[config.mk]
export PLATFORM = sky130hd
export DESIGN_NAME = mem_dump_sender
export DESIGN_NICKNAME = d
export VERILOG_FILES = /design/src/rtl/mem_dump_sender_pkg.sv /design/src/rtl/mem_dump_sender_serializer.sv /design/src/rtl/mem_dump_sender.sv
export SDC_FILE = /design/constraint.sdc
export NUM_CORES = 1
export LEC_CHECK = 0
export CORE_ASPECT_RATIO = 1.5
export CORE_UTILIZATION = 30
export DETAILED_ROUTE_END_ITERATION = 12
export SLEW_MARGIN = 20
export SYNTH_ARGS = -nofsm -noshare
export SYNTH_HDL_FRONTEND = slang
export SYNTH_SLANG_ARGS = --single-unit
[constraint.sdc]
create_clock -name iClock -period 2.2 [get_ports iClock]
set_clock_uncertainty 0.15 [all_clocks]
set_input_delay 0.22 -clock iClock [delete_from_list [all_inputs] [get_ports iClock]]
set_output_delay 0.22 -clock iClock [all_outputs]
set_load 0.01 [all_outputs]
[src/rtl/mem_dump_sender_pkg.sv]
// Shared types and sizing helpers for the memory dump sender and its byte serializer.
package mem_dump_sender_pkg;

  localparam int BYTE_W = 8;

  typedef enum logic [2:0] {
    S_IDLE,
    S_HEADER,
    S_FETCH,
    S_SEND,
    S_WAIT,
    S_NEXT,
    S_DRAIN
  } state_t;

  // Counter width for values 0..n-1, never narrower than one bit.
  function automatic int field_width(input int n);
    return (n > 1) ? $clog2(n) : 1;
  endfunction

endpackage

[src/rtl/mem_dump_sender_serializer.sv]
// Loads one memory word and presents it one byte at a time, least significant byte first.
module word_byte_serializer
  import mem_dump_sender_pkg::*;
#(
  parameter int DATA_W = 8
) (
  input  logic              clk,
  input  logic              rst,
  input  logic              load,
  input  logic              shift,
  input  logic [DATA_W-1:0] word,
  output logic [7:0]        byte_lo,
  output logic              last
);

  localparam int BYTES = DATA_W / BYTE_W;
  localparam int IDX_W = field_width(BYTES);
  localparam logic [IDX_W-1:0] IDX_LAST = IDX_W'(BYTES - 1);

  logic [DATA_W-1:0] shreg;
  logic [IDX_W-1:0]  idx;

  // NOTE: sequential state uses non-blocking assignments so every register samples pre-edge values.
  always_ff @(posedge clk) begin
    if (rst) begin
      shreg <= '0;
      idx   <= '0;
    end else if (load) begin
      shreg <= word;
      idx   <= '0;
    end else if (shift) begin
      shreg <= shreg >> BYTE_W;
      idx   <= idx + IDX_W'(1);
    end
  end

  assign byte_lo = shreg[7:0];
  assign last    = (idx == IDX_LAST);

endmodule

[src/rtl/mem_dump_sender.sv]
// Streams an inclusive, wrapping address range of sample memory to a byte-wide UART TX core.
module mem_dump_sender
  import mem_dump_sender_pkg::*;
#(
  parameter int         ADDR_W      = 16,
  parameter int         DATA_W      = 8,
  parameter int         MEM_LATENCY = 1,
  parameter int         HEADER_EN   = 1,
  parameter logic [7:0] HEADER_BYTE = 8'hA5
) (
  input  logic              iClock,
  input  logic              iReset,
  input  logic              iStart,
  input  logic              iAbort,
  input  logic [ADDR_W-1:0] iStartAddr,
  input  logic [ADDR_W-1:0] iLastAddr,
  output logic [ADDR_W-1:0] oAddress,
  input  logic [DATA_W-1:0] iData,
  output logic [7:0]        oTxData,
  output logic              oTxSend,
  input  logic              iTxDone,
  output logic              oBusy,
  output logic              oDone
);

  localparam int LAT_W = field_width(MEM_LATENCY);
  localparam logic [LAT_W-1:0] LAT_LAST = LAT_W'(MEM_LATENCY - 1);

  state_t            state_q, state_d;
  logic [ADDR_W-1:0] last_q, last_d, addr_d;
  logic [LAT_W-1:0]  lat_q, lat_d;
  logic              hdr_q, hdr_d;
  logic [7:0]        tx_data_d;
  logic              tx_send_d, busy_d, done_d;
  logic              ser_load, ser_shift, ser_last;
  logic [7:0]        ser_byte;

  word_byte_serializer #(.DATA_W(DATA_W)) u_ser (
    .clk    (iClock),
    .rst    (iReset),
    .load   (ser_load),
    .shift  (ser_shift),
    .word   (iData),
    .byte_lo(ser_byte),
    .last   (ser_last)
  );

  // NOTE: every signal assigned here gets a default first, so no path can infer a latch.
  always_comb begin
    state_d   = state_q;
    addr_d    = oAddress;
    last_d    = last_q;
    lat_d     = lat_q;
    hdr_d     = hdr_q;
    tx_data_d = oTxData;
    tx_send_d = 1'b0;
    busy_d    = oBusy;
    done_d    = 1'b0;
    ser_load  = 1'b0;
    ser_shift = 1'b0;

    case (state_q)
      S_IDLE: begin
        if (iStart && !iAbort) begin
          addr_d  = iStartAddr;
          last_d  = iLastAddr;
          lat_d   = '0;
          hdr_d   = (HEADER_EN != 0);
          busy_d  = 1'b1;
          state_d = (HEADER_EN != 0) ? S_HEADER : S_FETCH;
        end
      end
      S_HEADER: begin
        if (iAbort) begin
          state_d = S_IDLE;
          busy_d  = 1'b0;
        end else begin
          tx_data_d = HEADER_BYTE;
          tx_send_d = 1'b1;
          state_d   = S_WAIT;
        end
      end
      S_FETCH: begin
        if (iAbort) begin
          state_d = S_IDLE;
          busy_d  = 1'b0;
        end else if (lat_q == LAT_LAST) begin
          ser_load = 1'b1;
          state_d  = S_SEND;
        end else begin
          lat_d = lat_q + LAT_W'(1);
        end
      end
      S_SEND: begin
        if (iAbort) begin
          state_d = S_IDLE;
          busy_d  = 1'b0;
        end else begin
          tx_data_d = ser_byte;
          tx_send_d = 1'b1;
          state_d   = S_WAIT;
        end
      end
      S_WAIT: begin
        // A byte is in flight here, so a lone abort must still wait for the TX core.
        if (iTxDone) begin
          if (iAbort) begin
            state_d = S_IDLE;
            busy_d  = 1'b0;
          end else if (hdr_q) begin
            hdr_d   = 1'b0;
            lat_d   = '0;
            state_d = S_FETCH;
          end else if (!ser_last) begin
            ser_shift = 1'b1;
            state_d   = S_SEND;
          end else begin
            state_d = S_NEXT;
          end
        end else if (iAbort) begin
          state_d = S_DRAIN;
        end
      end
      S_NEXT: begin
        if (iAbort) begin
          state_d = S_IDLE;
          busy_d  = 1'b0;
        end else if (oAddress == last_q) begin
          done_d  = 1'b1;
          busy_d  = 1'b0;
          state_d = S_IDLE;
        end else begin
          addr_d  = oAddress + ADDR_W'(1);
          lat_d   = '0;
          state_d = S_FETCH;
        end
      end
      S_DRAIN: begin
        if (iTxDone) begin
          state_d = S_IDLE;
          busy_d  = 1'b0;
        end
      end
      default: begin
        state_d = S_IDLE;
        busy_d  = 1'b0;
      end
    endcase
  end

  always_ff @(posedge iClock) begin
    if (iReset) begin
      state_q  <= S_IDLE;
      oAddress <= '0;
      last_q   <= '0;
      lat_q    <= '0;
      hdr_q    <= 1'b0;
      oTxData  <= '0;
      oTxSend  <= 1'b0;
      oBusy    <= 1'b0;
      oDone    <= 1'b0;
    end else begin
      state_q  <= state_d;
      oAddress <= addr_d;
      last_q   <= last_d;
      lat_q    <= lat_d;
      hdr_q    <= hdr_d;
      oTxData  <= tx_data_d;
      oTxSend  <= tx_send_d;
      oBusy    <= busy_d;
      oDone    <= done_d;
    end
  end

endmodule

==> results of run 1 <==
## repair_timing
action | CTS | global route
hold buffers | 0 | 0
endpoints found under the setup margin | 0 | 11
setup buffers | 0 | 0
gates resized for setup | 0 | 1
## where the power goes
part           switching [W]  internal (W)  total, W
Clock               0.000407      0.000426  0.000832
Sequential         0.0000450       0.00106   0.00110
Combinational       0.000225      0.000245  0.000471
Total               0.000677       0.00173   0.00240
## cell families after synthesis
kind of cell               count (synthesis)
buffers and inverters                     33
muxes                                      2
and+or+nand+nor                          159
DFF                                       56
adders and majority gates                  1
AOI/OAI and AO/OA                         92
xor gates and xnor gates                  18
## sequential cells by signal, indices dropped and copies added, names as in the netlist
name           flops
oBusy              1
oTxSend            1
oDone              1
u_ser.byte_lo      8
oTxData            8
oAddress          16
u_ser.idx          1
hdr_q              1
state_q            3
last_q            16
## worst paths after layout
kind / start / end / slack (ps) / cells past startpoint
max: oAddress[5] / oAddress[2] / 100 / 6
min: iReset / u_ser.byte_lo[5] / 130 / 2
max reg2reg: oAddress[5] / oAddress[2] / 100 / 6
min reg2reg: oTxData[1] / oTxData[1] / 310 / 2
## cells in the final DEF (no fill, tap or decap), types with 6 or more instances in the layout
cell type	netlist	layout
nor3_1	10	10
buf_4	1	30
nor2_1	28	28
xor2_1	18	18
a21oi_1	34	34
nand3_1	17	17
nand2_1	59	59
clkdlybuf4s50_1	0	70
nand4_1	6	6
o21ai_0	7	7
a22oi_1	10	10
dfxtp_1	56	56
nor4_1	12	11
o32ai_1	7	7
## metal layers
layer | up-vias | routed length [um] | track usage
met3 | 11 | 420 | 0.03643
met1 | 1398 | 3656 | 0.2179
met2 | 75 | 4785 | 0.3409
met5 | - | 0 | 0
met4 | 0 | 257 | 0.08662
li1 | 1483 | - | -
## through the flow
step | total power [W] | hold slack [ps] | instances | utilization
CTS | 0.002419 | 127.3 | 559 | 0.4368
global route | 0.002507 | 145.9 | 559 | 0.4374
global placement | 0.001587 | 295.4 | 551 | 0.4210
floorplan | 0.001341 | 206.0 | 361 | -
detailed placement | 0.001592 | 302.0 | 551 | 0.4210
finish | 0.002404 | 131.2 | 559 | 0.4374
## cell type report
| type | instances | area share |
|---|---|---|
| repair buffers | 105 | 0.2483 |
| multi-input cells | 272 | 0.4004 |
| flip-flops and latches | 56 | 0.2754 |
| well taps | 112 | 0.03442 |
| clock buffers | 5 | 0.03073 |
| inverters | 6 | 0.005532 |
| clock inverters | 3 | 0.005224 |
## worst max-delay path, delay by kind of cell (launching register included)
family / cells / cell delay (ps)
compound gates: 2 / 530
xor+xnor: 1 / 350
buf+inv: 1 / 160
flops: 1 / 430
simple gates: 2 / 390
==> flow_summary.ini, run 1 <==
[drt]
wl_per_cell_um = 16.31
final_antenna_net_count = 0
wl_mm = 9.119
drt_iter0_markers = 158
routed_via_density = 5.308
drc = 0
vias = 2967
dr.pass1.iters = 7

[grt]
grt_use_total = 0.1928
overflow = 0
grt_pass1_vias = 2929
antenna_found_initial = 0
grt_pass1_wl_mm = 14.51
grt_max_degree = 30

[synthesis]
synth_area_leaders = dfxtp_1 (39%), nand2_1 (7.6%), a21oi_1 (5.8%), xor2_1 (5.4%), nor2_1 (3.6%)
synth_fa_ha_area_frac = 0.004301
ys_seq_area_frac = 0.3854
synthMuxAreaShare = 0.006882
ys_async_sr_fraction = 0
syn_inst = 361
synth_simple_gate_area_frac = 0.2744
synth_top_family_by_area = simple AND/OR/NAND/NOR gates
synth_compound_area_frac = 0.2185
yosys_most_used_dff = dfxtp_1
yosys_warnings = 0
yosys.area.top_type = dfxtp_1
syn-num-nets = 407
yosysMostFrequentCell = nand2_1
synth_edf_count = 0
syn_area_sq_um = 2909
synth_cell_type_count = 57
synthXorXnorAreaFrac = 0.05419
ys_ff_latch = 56
synthTopCellsByCount = nand2_1 (59), dfxtp_1 (56), a21oi_1 (34)
synth_top_area_frac = 0.3854
synth_area_per_cell_sq_um = 8.058

[hold_path]
hold_class = in2reg

[clock_tree]
clk_pin_slew_ps = 70
cts_root_buf = clkbuf_16
clk_path_buf_depth = 2
htreeDepth = 2
numCtsBuffers = 5
cts_tree = built
cts_sinks = 56
clock_latency_ps = 310

[sta]
hold_violations = 0
setup_tns_ps = 0
drv_slew = 0
post-route-min-period_ps = 2099
fin_crit_sh = 0.9541
rsz0062_at_grt = no
setup_violations = 0
slew_headroom = 0.5554
fmax_mhz = 476.4
post-route-worst-setup-slack_ps = 100.9
worstMarginPinSlew_ps = 658.2

[layout]
final_area_sq_um = 4071
drive_gt1_frac = 0.1163
nFillCells = 953
areaGrowthSynthToFinish_pct = 39.96
multi_input_area_sq_um = 1630
regArea_sq_um = 1121
num-nets-final = 492
antenna_cells = 0

[power]
power.density_nw_per_um2 = 590.5
ir_drop_v = 0.0003974
p_leak_nw = 1.539

[die]
rows = 43
num_io_pins = 72
fp.dieW_um = 82.40
core_sq_um = 9308
dieArea_sq_um = 10100
start_util = 0.3125
die_h_um = 122.6

[placed_design]
dp_slack_ps = 55.05
place.gp.congestion = 0.8359
io_buffers = 71
placed_area_sq_um = 3919
place_hpwl_mm = 6.832

[critical_path]
critPathLaunchType = flip-flop
worstPathCellList = xor2_1 -> nor4_2 -> and4_1 -> buf_12 -> o311a_1 -> a41o_1
critPathRequiredTime_ps = 2250
critPathMaxStageDelay_ps = 430
critPathArrivalTime_ps = 2150
crit_slowest_cell = dfxtp_1
path_max_fanout = 13
end_kind = flip-flop
path_class = reg2reg

[status]
status = finished clean

[job]
drv_cap = 0
Power figures use the tool's default switching activity.
==> inputs of run 2 (changes only) <==
==> constraint.sdc (replaced) <==
create_clock -name iClock -period 2.2 [get_ports iClock]
set_clock_uncertainty 0.15 [all_clocks]
set_input_delay 0.22 -clock iClock [delete_from_list [all_inputs] [get_ports iClock]]
set_output_delay 0.22 -clock iClock [all_outputs]
set_load 0.1 [all_outputs]
==> run 2 against run 1 <==
First-iteration DRC count fell by 32%; wire length fell by 1.9%; register-to-register slack improved by 80 ps; clock power fell by 3.8%; cell count rose by 0.18%; combinational power rose by 31%; power rose by 4.9%; die area did not move; hold slack improved by 110 ps; global-route usage fell by 0.80 points; critical path depth did not move; via count rose by 0.91%; critical endpoint is now oAddress[14]; highest routed layer unchanged.
==> flow_summary.ini, run 2 (synthesized netlist as in run 1, its figures left out) <==
[status]
status = finished clean

[drt]
routed_via_density = 5.346
vias = 2994
wl_mm = 8.947
dr.pass1.iters = 4
final_antenna_net_count = 0
wl_per_cell_um = 15.98
drc = 0
drt_iter0_markers = 107

[die]
core_sq_um = 9308
rows = 43
dieArea_sq_um = 10100
die_h_um = 122.6
start_util = 0.3125
num_io_pins = 72
fp.dieW_um = 82.40

[critical_path]
critPathArrivalTime_ps = 2050
path_class = reg2reg
end_kind = flip-flop
critPathRequiredTime_ps = 2240
worstPathCellList = ha_1 -> and4_1 -> nand4_1 -> o41ai_1 -> nand2_1 -> o32ai_1
critPathLaunchType = flip-flop
path_max_fanout = 7
critPathMaxStageDelay_ps = 410
crit_slowest_cell = dfxtp_2

[placed_design]
place_hpwl_mm = 6.792
dp_slack_ps = 111.0
io_buffers = 71
place.gp.congestion = 0.8567

[clock_tree]
cts_sinks = 56
numCtsBuffers = 5
cts_resized = 0
cts_setup_buffers = 0
clk_path_buf_depth = 2
clock_latency_ps = 300
clk_pin_slew_ps = 70
cts_root_buf = clkbuf_16
hold_buffers = 0
cts_tree = built
htreeDepth = 2

[layout]
num-nets-final = 493
finish.utilization = 0.4296
reg.largest.list = last_q (16), oAddress (16)
layout_common_cells = buf_4 (60), nand2_1 (59), clkdlybuf4s50_1 (43)
regArea_sq_um = 1141
antenna_cells = 0
areaGrowthSynthToFinish_pct = 37.46
nFillCells = 960
drive_gt1_frac = 0.2098
multi_input_area_sq_um = 1624
final_common_cell = buf_4

[sta]
setup_violations = 0
hold_violations = 0
rsz0062_at_grt = no
setup_tns_ps = 0
post-route-min-period_ps = 2016
fmax_mhz = 496.1
drv_slew = 0
fin_crit_sh = 0.9162
post-route-worst-setup-slack_ps = 184.5
slew_headroom = 0.5251
worstMarginPinSlew_ps = 703.2

[power]
ir_drop_v = 0.0005669
power.density_nw_per_um2 = 630.6
p_leak_nw = 1.587
p_total_w = 0.002522

[hold_path]
hold_class = in2reg

[grt]
grt_use_total = 0.1848
grt_max_degree = 30
antenna_found_initial = 0
grt_pass1_wl_mm = 13.86
overflow = 0
grt_pass1_vias = 2795

[job]
drv_cap = 0
run 2: layer usage:
metal | vias to the layer above | global-route usage | routed length [um]
met4 | 0 | 0.08882 | 299
met5 | - | 0 | 0
li1 | 1490 | - | -
met3 | 19 | 0.02305 | 416
met1 | 1408 | 0.2018 | 3443
met2 | 77 | 0.3404 | 4787
run 2: through the flow:
stage / instances / area, sq um / hold slack [ps]
finish: 560 / 3999 / 243.3
global route: 560 / 3999 / 279.8
detailed placement: 552 / 3854 / 298.9
CTS: 560 / 3999 / 239.4
floorplan: 361 / 2929 / 206.0
global placement: 552 / 3854 / 297.1
run 2: cell type report:
| cell class | instances | area share |
|---|---|---|
| flip-flops and latches | 56 | 0.2854 |
| well taps | 112 | 0.03504 |
| clock buffers | 6 | 0.03223 |
| multi-input cells | 272 | 0.4061 |
| inverters | 6 | 0.005632 |
| repair buffers | 106 | 0.2315 |
| clock inverters | 2 | 0.004068 |
run 2: report_power, final:
part           switching (W)  internal, W  total, W
clock               0.000375     0.000426  0.000800
sequential         0.0000462      0.00106   0.00111
combinational       0.000384     0.000231  0.000615
run 2: critical path, delay by kind of cell (launching register included):
kind | cells | cell delay [ps]
simple gates | 3 | 630
compound gates | 2 | 520
flops | 1 | 410
fa+ha+maj | 1 | 190
run 2: worst paths after layout:
check / endpoint / from / slack (ps) / depth (start not counted)
worst max-delay path: oAddress[14] / oAddress[1] / 180 / 6
worst min-delay path: u_ser.byte_lo[0] / iReset / 240 / 2
worst max register to register: oAddress[14] / oAddress[1] / 180 / 6
worst min register to register: oTxData[4] / oTxData[4] / 310 / 2
